## config.mk

```make
export PLATFORM = sky130hd
export DESIGN_NAME = muldiv_unit
export DESIGN_NICKNAME = d
export VERILOG_FILES = /design/src/rtl/muldiv_unit_pkg.sv /design/src/rtl/muldiv_unit_div_radix2_core.sv /design/src/rtl/muldiv_unit.sv
export SDC_FILE = /design/constraint.sdc
export NUM_CORES = 2
export LEC_CHECK = 0
export ABC_CLOCK_PERIOD_IN_PS = 11100
export CAP_MARGIN = 20
export CORE_MARGIN = 2
export CORE_UTILIZATION = 55
export DETAILED_ROUTE_END_ITERATION = 8
export DONT_BUFFER_PORTS = 1
export HOLD_SLACK_MARGIN = 0.15
export PLACE_DENSITY = 0.7
export SLEW_MARGIN = 20
export SYNTH_ARGS = -nofsm -noshare
export SYNTH_HDL_FRONTEND = slang
export SYNTH_SLANG_ARGS = --single-unit
```

## constraint.sdc

```tcl
create_clock -name clk -period 11.1 [get_ports clk]
set_input_delay 0.555 -clock clk [delete_from_list [all_inputs] [get_ports clk]]
set_output_delay 0.555 -clock clk [all_outputs]
set_load 0.03 [all_outputs]
```

## src/rtl/muldiv_unit_pkg.sv

```systemverilog
// Shared encodings for the iterative multiply/divide unit.
package muldiv_unit_pkg;

    localparam int MD_WIDTH_DEFAULT = 32;

    typedef enum logic [1:0] {
        MD_MULT  = 2'b00,
        MD_MULTU = 2'b01,
        MD_DIV   = 2'b10,
        MD_DIVU  = 2'b11
    } md_op_e;

    typedef enum logic [2:0] {
        IDLE = 3'd0,
        MUL  = 3'd1,
        DIV  = 3'd2,
        FIX  = 3'd3,
        DONE = 3'd4
    } md_state_e;

endpackage

```

## src/rtl/muldiv_unit_div_radix2_core.sv

```systemverilog
// Unsigned radix-2 restoring divider: one quotient bit per cycle, WIDTH bits in total.
// The first bit is produced in the start cycle straight from the input operands.
module div_radix2_core #(
    parameter int WIDTH = 32
) (
    input  logic             clk,
    input  logic             reset,
    input  logic             start,
    input  logic             cancel,
    input  logic [WIDTH-1:0] dividend,
    input  logic [WIDTH-1:0] divisor,
    output logic             done,
    output logic [WIDTH-1:0] quotient,
    output logic [WIDTH-1:0] remainder
);
    localparam int CW = $clog2(WIDTH + 1);

    logic [WIDTH-1:0] rem_r, quo_r, dsr_r;
    logic [CW-1:0]    count_r;
    logic [WIDTH-1:0] rem_src_s, quo_src_s, dsr_src_s;
    logic [WIDTH-1:0] rem_nxt_s, quo_nxt_s;
    logic [WIDTH:0]   shifted_s, diff_s;

    // One restoring step; a borrow out of the trial subtraction means the bit is 0
    always_comb begin
        if (start) begin
            rem_src_s = {WIDTH{1'b0}};
            quo_src_s = dividend;
            dsr_src_s = divisor;
        end else begin
            rem_src_s = rem_r;
            quo_src_s = quo_r;
            dsr_src_s = dsr_r;
        end
        shifted_s = {rem_src_s, quo_src_s[WIDTH-1]};
        diff_s    = shifted_s - {1'b0, dsr_src_s};
        if (diff_s[WIDTH]) begin
            rem_nxt_s = shifted_s[WIDTH-1:0];
            quo_nxt_s = {quo_src_s[WIDTH-2:0], 1'b0};
        end else begin
            rem_nxt_s = diff_s[WIDTH-1:0];
            quo_nxt_s = {quo_src_s[WIDTH-2:0], 1'b1};
        end
    end

    // Iteration registers; count_r holds the number of steps still to run
    always_ff @(posedge clk or posedge reset) begin
        if (reset) begin
            rem_r   <= {WIDTH{1'b0}};
            quo_r   <= {WIDTH{1'b0}};
            dsr_r   <= {WIDTH{1'b0}};
            count_r <= {CW{1'b0}};
        end else if (cancel) begin
            count_r <= {CW{1'b0}};
        end else if (start) begin
            rem_r   <= rem_nxt_s;
            quo_r   <= quo_nxt_s;
            dsr_r   <= divisor;
            count_r <= CW'(WIDTH - 1);
        end else if (count_r != {CW{1'b0}}) begin
            rem_r   <= rem_nxt_s;
            quo_r   <= quo_nxt_s;
            count_r <= count_r - CW'(1);
        end else begin
            count_r <= count_r;
        end
    end

    // done marks the cycle whose closing edge stores the final quotient bit
    assign done      = (count_r == CW'(1));
    assign quotient  = quo_r;
    assign remainder = rem_r;

endmodule

```

## src/rtl/muldiv_unit.sv

```systemverilog
// Iterative multiply/divide unit with a HI/LO register pair for the execute stage.
// Multiplies finish after MUL_LAT cycles; divides run a restoring core followed by a sign-fix cycle.
module muldiv_unit
    import muldiv_unit_pkg::*;
#(
    parameter int WIDTH   = MD_WIDTH_DEFAULT,
    parameter int MUL_LAT = 1
) (
    input  logic             clk,
    input  logic             reset,
    input  logic             req_valid,
    output logic             req_ready,
    input  logic [1:0]       req_op,
    input  logic [WIDTH-1:0] req_src1,
    input  logic [WIDTH-1:0] req_src2,
    input  logic             flush,
    output logic             resp_valid,
    input  logic             resp_ready,
    output logic [WIDTH-1:0] resp_hi,
    output logic [WIDTH-1:0] resp_lo,
    input  logic             hi_wen,
    input  logic             lo_wen,
    input  logic [WIDTH-1:0] hi_wdata,
    input  logic [WIDTH-1:0] lo_wdata,
    output logic [WIDTH-1:0] hi_rdata,
    output logic [WIDTH-1:0] lo_rdata,
    output logic             busy
);
    md_state_e          state_r, state_nxt_s;
    logic [2:0]         mul_cnt_r;
    logic [WIDTH-1:0]   a_r, b_r;
    logic               sgn_r, neg_q_r, neg_r_r;
    logic [WIDTH-1:0]   res_hi_r, res_lo_r, hi_r, lo_r;
    logic               resp_valid_r, busy_r;

    logic               ready_s, accept_s, div_zero_s, req_sgn_s;
    logic               src1_neg_s, src2_neg_s, commit_s, res_load_s, div_start_s;
    logic [WIDTH-1:0]   mag1_s, mag2_s, mul_a_s, mul_b_s;
    logic [WIDTH-1:0]   res_hi_nxt_s, res_lo_nxt_s;
    logic               mul_sgn_s;
    logic [2*WIDTH-1:0] mul_a_ext_s, mul_b_ext_s, prod_s;
    logic               div_done_s;
    logic [WIDTH-1:0]   div_quo_s, div_rem_s;

    // Request decode: handshake, commit condition and divider operand magnitudes
    always_comb begin
        ready_s     = (state_r == IDLE) && !flush;
        accept_s    = req_valid && ready_s;
        commit_s    = (state_r == DONE) && resp_ready && !flush;
        div_zero_s  = (req_src2 == {WIDTH{1'b0}});
        req_sgn_s   = !req_op[0];
        src1_neg_s  = req_sgn_s && req_src1[WIDTH-1];
        src2_neg_s  = req_sgn_s && req_src2[WIDTH-1];
        div_start_s = accept_s && req_op[1] && !div_zero_s;
        if (src1_neg_s) begin
            mag1_s = -req_src1;
        end else begin
            mag1_s = req_src1;
        end
        if (src2_neg_s) begin
            mag2_s = -req_src2;
        end else begin
            mag2_s = req_src2;
        end
    end

    // Multiplier: request operands on the accept cycle, latched ones while in MUL
    always_comb begin
        if (state_r == IDLE) begin
            mul_a_s   = req_src1;
            mul_b_s   = req_src2;
            mul_sgn_s = req_sgn_s;
        end else begin
            mul_a_s   = a_r;
            mul_b_s   = b_r;
            mul_sgn_s = sgn_r;
        end
        // Low 2W bits of the extended product are correct for both signed and unsigned
        mul_a_ext_s = {{WIDTH{mul_sgn_s & mul_a_s[WIDTH-1]}}, mul_a_s};
        mul_b_ext_s = {{WIDTH{mul_sgn_s & mul_b_s[WIDTH-1]}}, mul_b_s};
        prod_s      = mul_a_ext_s * mul_b_ext_s;
    end

    // Next-state logic; flush returns every busy state to IDLE and blocks accepts
    always_comb begin
        state_nxt_s = state_r;
        if (flush) begin
            state_nxt_s = IDLE;
        end else begin
            case (state_r)
                IDLE: begin
                    if (!accept_s) begin
                        state_nxt_s = IDLE;
                    end else if (!req_op[1]) begin
                        if (MUL_LAT == 1) begin
                            state_nxt_s = DONE;
                        end else begin
                            state_nxt_s = MUL;
                        end
                    end else if (div_zero_s) begin
                        state_nxt_s = DONE;
                    end else begin
                        state_nxt_s = DIV;
                    end
                end
                MUL: begin
                    if (mul_cnt_r == 3'(MUL_LAT - 2)) begin
                        state_nxt_s = DONE;
                    end else begin
                        state_nxt_s = MUL;
                    end
                end
                DIV: begin
                    if (div_done_s) begin
                        state_nxt_s = FIX;
                    end else begin
                        state_nxt_s = DIV;
                    end
                end
                FIX:  state_nxt_s = DONE;
                DONE: begin
                    if (resp_ready) begin
                        state_nxt_s = IDLE;
                    end else begin
                        state_nxt_s = DONE;
                    end
                end
                default: state_nxt_s = IDLE;
            endcase
        end
    end

    // Result selection, loaded only on the transition into DONE
    always_comb begin
        res_hi_nxt_s = res_hi_r;
        res_lo_nxt_s = res_lo_r;
        case (state_r)
            IDLE: begin
                if (req_op[1]) begin
                    res_hi_nxt_s = req_src1;
                    res_lo_nxt_s = {WIDTH{1'b1}};
                end else begin
                    {res_hi_nxt_s, res_lo_nxt_s} = prod_s;
                end
            end
            MUL: {res_hi_nxt_s, res_lo_nxt_s} = prod_s;
            FIX: begin
                if (neg_q_r) begin
                    res_lo_nxt_s = -div_quo_s;
                end else begin
                    res_lo_nxt_s = div_quo_s;
                end
                if (neg_r_r) begin
                    res_hi_nxt_s = -div_rem_s;
                end else begin
                    res_hi_nxt_s = div_rem_s;
                end
            end
            default: begin
                res_hi_nxt_s = res_hi_r;
                res_lo_nxt_s = res_lo_r;
            end
        endcase
        res_load_s = (state_nxt_s == DONE) && (state_r != DONE);
    end

    // Control and result registers
    always_ff @(posedge clk or posedge reset) begin
        if (reset) begin
            state_r      <= IDLE;
            resp_valid_r <= 1'b0;
            busy_r       <= 1'b0;
            mul_cnt_r    <= 3'd0;
            a_r          <= {WIDTH{1'b0}};
            b_r          <= {WIDTH{1'b0}};
            sgn_r        <= 1'b0;
            neg_q_r      <= 1'b0;
            neg_r_r      <= 1'b0;
            res_hi_r     <= {WIDTH{1'b0}};
            res_lo_r     <= {WIDTH{1'b0}};
        end else begin
            state_r      <= state_nxt_s;
            resp_valid_r <= (state_nxt_s == DONE);
            busy_r       <= (state_nxt_s != IDLE);
            if (accept_s) begin
                mul_cnt_r <= 3'd0;
                a_r       <= req_src1;
                b_r       <= req_src2;
                sgn_r     <= req_sgn_s;
                neg_q_r   <= req_op[1] && (src1_neg_s ^ src2_neg_s);
                neg_r_r   <= req_op[1] && src1_neg_s;
            end else if (state_r == MUL) begin
                mul_cnt_r <= mul_cnt_r + 3'd1;
            end else begin
                mul_cnt_r <= mul_cnt_r;
            end
            if (res_load_s) begin
                res_hi_r <= res_hi_nxt_s;
                res_lo_r <= res_lo_nxt_s;
            end else begin
                res_hi_r <= res_hi_r;
                res_lo_r <= res_lo_r;
            end
        end
    end

    // HI/LO architectural registers; a direct write beats the commit per register
    always_ff @(posedge clk or posedge reset) begin
        if (reset) begin
            hi_r <= {WIDTH{1'b0}};
            lo_r <= {WIDTH{1'b0}};
        end else begin
            if (hi_wen) begin
                hi_r <= hi_wdata;
            end else if (commit_s) begin
                hi_r <= res_hi_r;
            end else begin
                hi_r <= hi_r;
            end
            if (lo_wen) begin
                lo_r <= lo_wdata;
            end else if (commit_s) begin
                lo_r <= res_lo_r;
            end else begin
                lo_r <= lo_r;
            end
        end
    end

    div_radix2_core #(.WIDTH(WIDTH)) u_div (
        .clk       (clk),
        .reset     (reset),
        .start     (div_start_s),
        .cancel    (flush),
        .dividend  (mag1_s),
        .divisor   (mag2_s),
        .done      (div_done_s),
        .quotient  (div_quo_s),
        .remainder (div_rem_s)
    );

    assign req_ready  = ready_s;
    assign resp_valid = resp_valid_r;
    assign resp_hi    = res_hi_r;
    assign resp_lo    = res_lo_r;
    assign hi_rdata   = hi_r;
    assign lo_rdata   = lo_r;
    assign busy       = busy_r;

endmodule

```

==> flow_metrics.tcl <==
set metrics [dict create \
    tns_ps 0 \
    drtIter0Drc 4720 \
    clock_skew_ps 17.6 \
    grt_max_degree 102 \
    cp.required_ps 11580 \
    cp-end-kind "flip-flop" \
    yosysMostFrequentCell "nand2_1" \
    cts_tree "built" \
    ff2ff_setup_slack_ps 570 \
    worstMarginPinSlew_ps 1210 \
    hold_path_class "primary input to flip-flop" \
    fp.dieArea_um2 104000 \
    clk_latency_ps 620 \
    numClockSinks 305 \
    crit_top_cell "fa_1" \
    outcome "complete, no violations" \
    drive_above_1_share 0.0421 \
    start_util 0.557 \
    synthArstFlopShare 1.00 \
    numCtsBuffers 31 \
    wl_mm 193 \
    first_pass_iters 7 \
    maxSlewHeadroom 0.169 \
    crit_path_top_delay_cell "mux2i_2" \
    ys_top_cells_by_count "nand2_1, inv_1, fa_1" \
    synth_cell_types 77 \
    grt_setup_unrepaired "false" \
    netlist_area_um2 55900 \
    max_cap_viol_count 0 \
    grt_first_pass_wirelength_mm 293 \
    yosysTopAreaCellShare 0.403 \
    drcViolationCount 0 \
    slew_viol_final 0 \
    crit_path_start_kind "flip-flop" \
    avgSynthCellArea_um2 8.58 \
    synthTopCellsByArea "fa_1, dfrtp_1, nand2_1, inv_1, ha_1" \
    root_buffer "clkbuf_16" \
    synth_area_leader_cell "fa_1" \
    syn_nets 8031 \
    fmax_mhz 94.9 \
    grt_usage 0.379 \
    hold_viol_final 0 \
    arrival_ps 11010 \
    wl_per_cell_um 24.5 \
    ios 268 \
    grt_pass1_vias 47800 \
    die_w_um 323 \
    ys_seq_area_frac 0.136 \
    max_stage_delay_ps 940 \
    clock_path_buffers 3 \
    die_h_um 323 \
    timing.hold.ws_ps 165 \
    area_delta_synth_final_pct 7.33 \
    clk_pin_slew_worst_paths_ps 70 \
    setup_viol 0 \
    path_class "flip-flop to flip-flop" \
    synth-edff-count 0 \
    finalCriticalPeriod_ps 10530 \
    htree_num_levels 1 \
    rows 116 \
    port_buffers 0 \
    synth-seq-cells 305 \
    synth_ff_type "dfrtp_1" \
    via_per_inst 5.89 \
    place.gp.congestion 1.01 \
    post_cts_buffers 0 \
    vias 46400 \
    cp_max_fo 24 \
    core-area_um2 100000 \
    antenna_found_initial 14 \
    num-nets-final 7999 \
    dp_hpwl_mm 152 \
    nFillCells 8914 \
    synth_warnings 0 \
    grt_overflow 0 \
    synth_cells 6516 \
    ant_nets 0 \
    period_share 0.949 \
]
what timing repair did:
| item | CTS | global route |
|---|---|---|
| resized for setup | 0 | 1 |
| hold endpoints to repair | 230 | 0 |
| hold buffers | 127 | 0 |
| endpoints found under the setup margin | 0 | 1 |
registers in the layout, summed over array words and instances, names as in the netlist, 6 cells and up:
signal and count:
b_r 32, u_div.dsr_r 32, u_div.quotient 32, u_div.count_r 6, a_r 32, u_div.remainder 32, resp_hi 32, lo_rdata 32
hi_rdata 32, resp_lo 32
stage by stage:
stage | instance area (um2) | worst slack, ps | std cells | utilization
finish | 60000 | 567 | 7873 | 0.598
global route | 60000 | 35.0 | 7864 | 0.597
CTS | 60000 | 720 | 7863 | 0.597
detailed placement | 57600 | 738 | 7681 | 0.574
global placement | 57600 | 787 | 7679 | 0.574
floorplan | 55900 | 1700 | 6516 | -
cells by family after synthesis:
logic type / count (synthesis) / synth area share
simple gates: 2175 / 0.158
buf+inv: 1543 / 0.104
fa+ha+maj: 1378 / 0.460
compound gates: 758 / 0.0825
flops: 305 / 0.136
xor+xnor: 227 / 0.0360
mux: 130 / 0.0233
worst max-delay path: cells and delay by family (launching register included):
kind	cells	cell delay, ps
compound gates	6	2120
simple gates	5	1420
flops	1	510
fa+ha+maj	9	4170
xor+xnor	1	130
buf+inv	6	1090
mux	1	940
routing by layer:
metal / part of all wire / routed length (um) / GRT usage / vias up
met5: 0.00036 / 69 / 0 / -
met4: 0.085 / 16400 / 0.261 / 12
met3: 0.11 / 20700 / 0.0900 / 736
met2: 0.45 / 86200 / 0.583 / 2581
met1: 0.36 / 69700 / 0.477 / 23300
li1: - / - / - / 19700
layout make-up:
type	count	area, um2	share of cell area
repair buffers	291	2570	0.0429
clock buffers	44	915	0.0152
diodes	10	25.0	0.000417
well taps	1357	1700	0.0283
flip-flops and latches	305	7630	0.127
clock inverters	11	120	0.00200
multi-input cells	4668	42600	0.710
inverters	1187	4460	0.0744
worst paths after layout:
kind | start | end | depth (start not counted)
min in group asynchronous | reset | lo_rdata[11] | 2
worst max-delay path | state_r[1] | resp_hi[28] | 28
worst min register to register | b_r[3] | b_r[3] | 2
worst min-delay path | req_src1[4] | resp_hi[4] | 2
worst max register to register | state_r[1] | resp_hi[28] | 28
max in group asynchronous | reset | a_r[7] | 3
layout by cell type (no fill, tap or decap), types with 13 or more instances in the layout:
| cell | count |
|---|---|
| a21o_1 | 27 |
| nor2b_1 | 14 |
| clkbuf_16 | 31 |
| nor3_1 | 28 |
| ha_1 | 252 |
| nand2b_1 | 22 |
| a221oi_1 | 30 |
| fa_1 | 1126 |
| inv_1 | 1185 |
| mux2i_2 | 13 |
| o41ai_1 | 19 |
| nor4_1 | 14 |
| o21ai_0 | 249 |
| o21a_1 | 48 |
| xnor2_1 | 122 |
| or3_1 | 14 |
| dlygate4sd3_1 | 125 |
| a31oi_1 | 37 |
| o31ai_1 | 36 |
| xor2_1 | 103 |
| mux2i_1 | 113 |
| dfrtp_1 | 305 |
| and2_1 | 51 |
| o22ai_1 | 13 |
| and3_1 | 13 |
| buf_4 | 158 |
| nand4_1 | 24 |
| o21bai_1 | 13 |
| a21oi_1 | 205 |
| nand3_1 | 20 |
| nand2_1 | 1363 |
| nor2_1 | 559 |
Power is not shown: default switching activity piles up to over one toggle a cycle in this logic, so the estimate is an artifact.
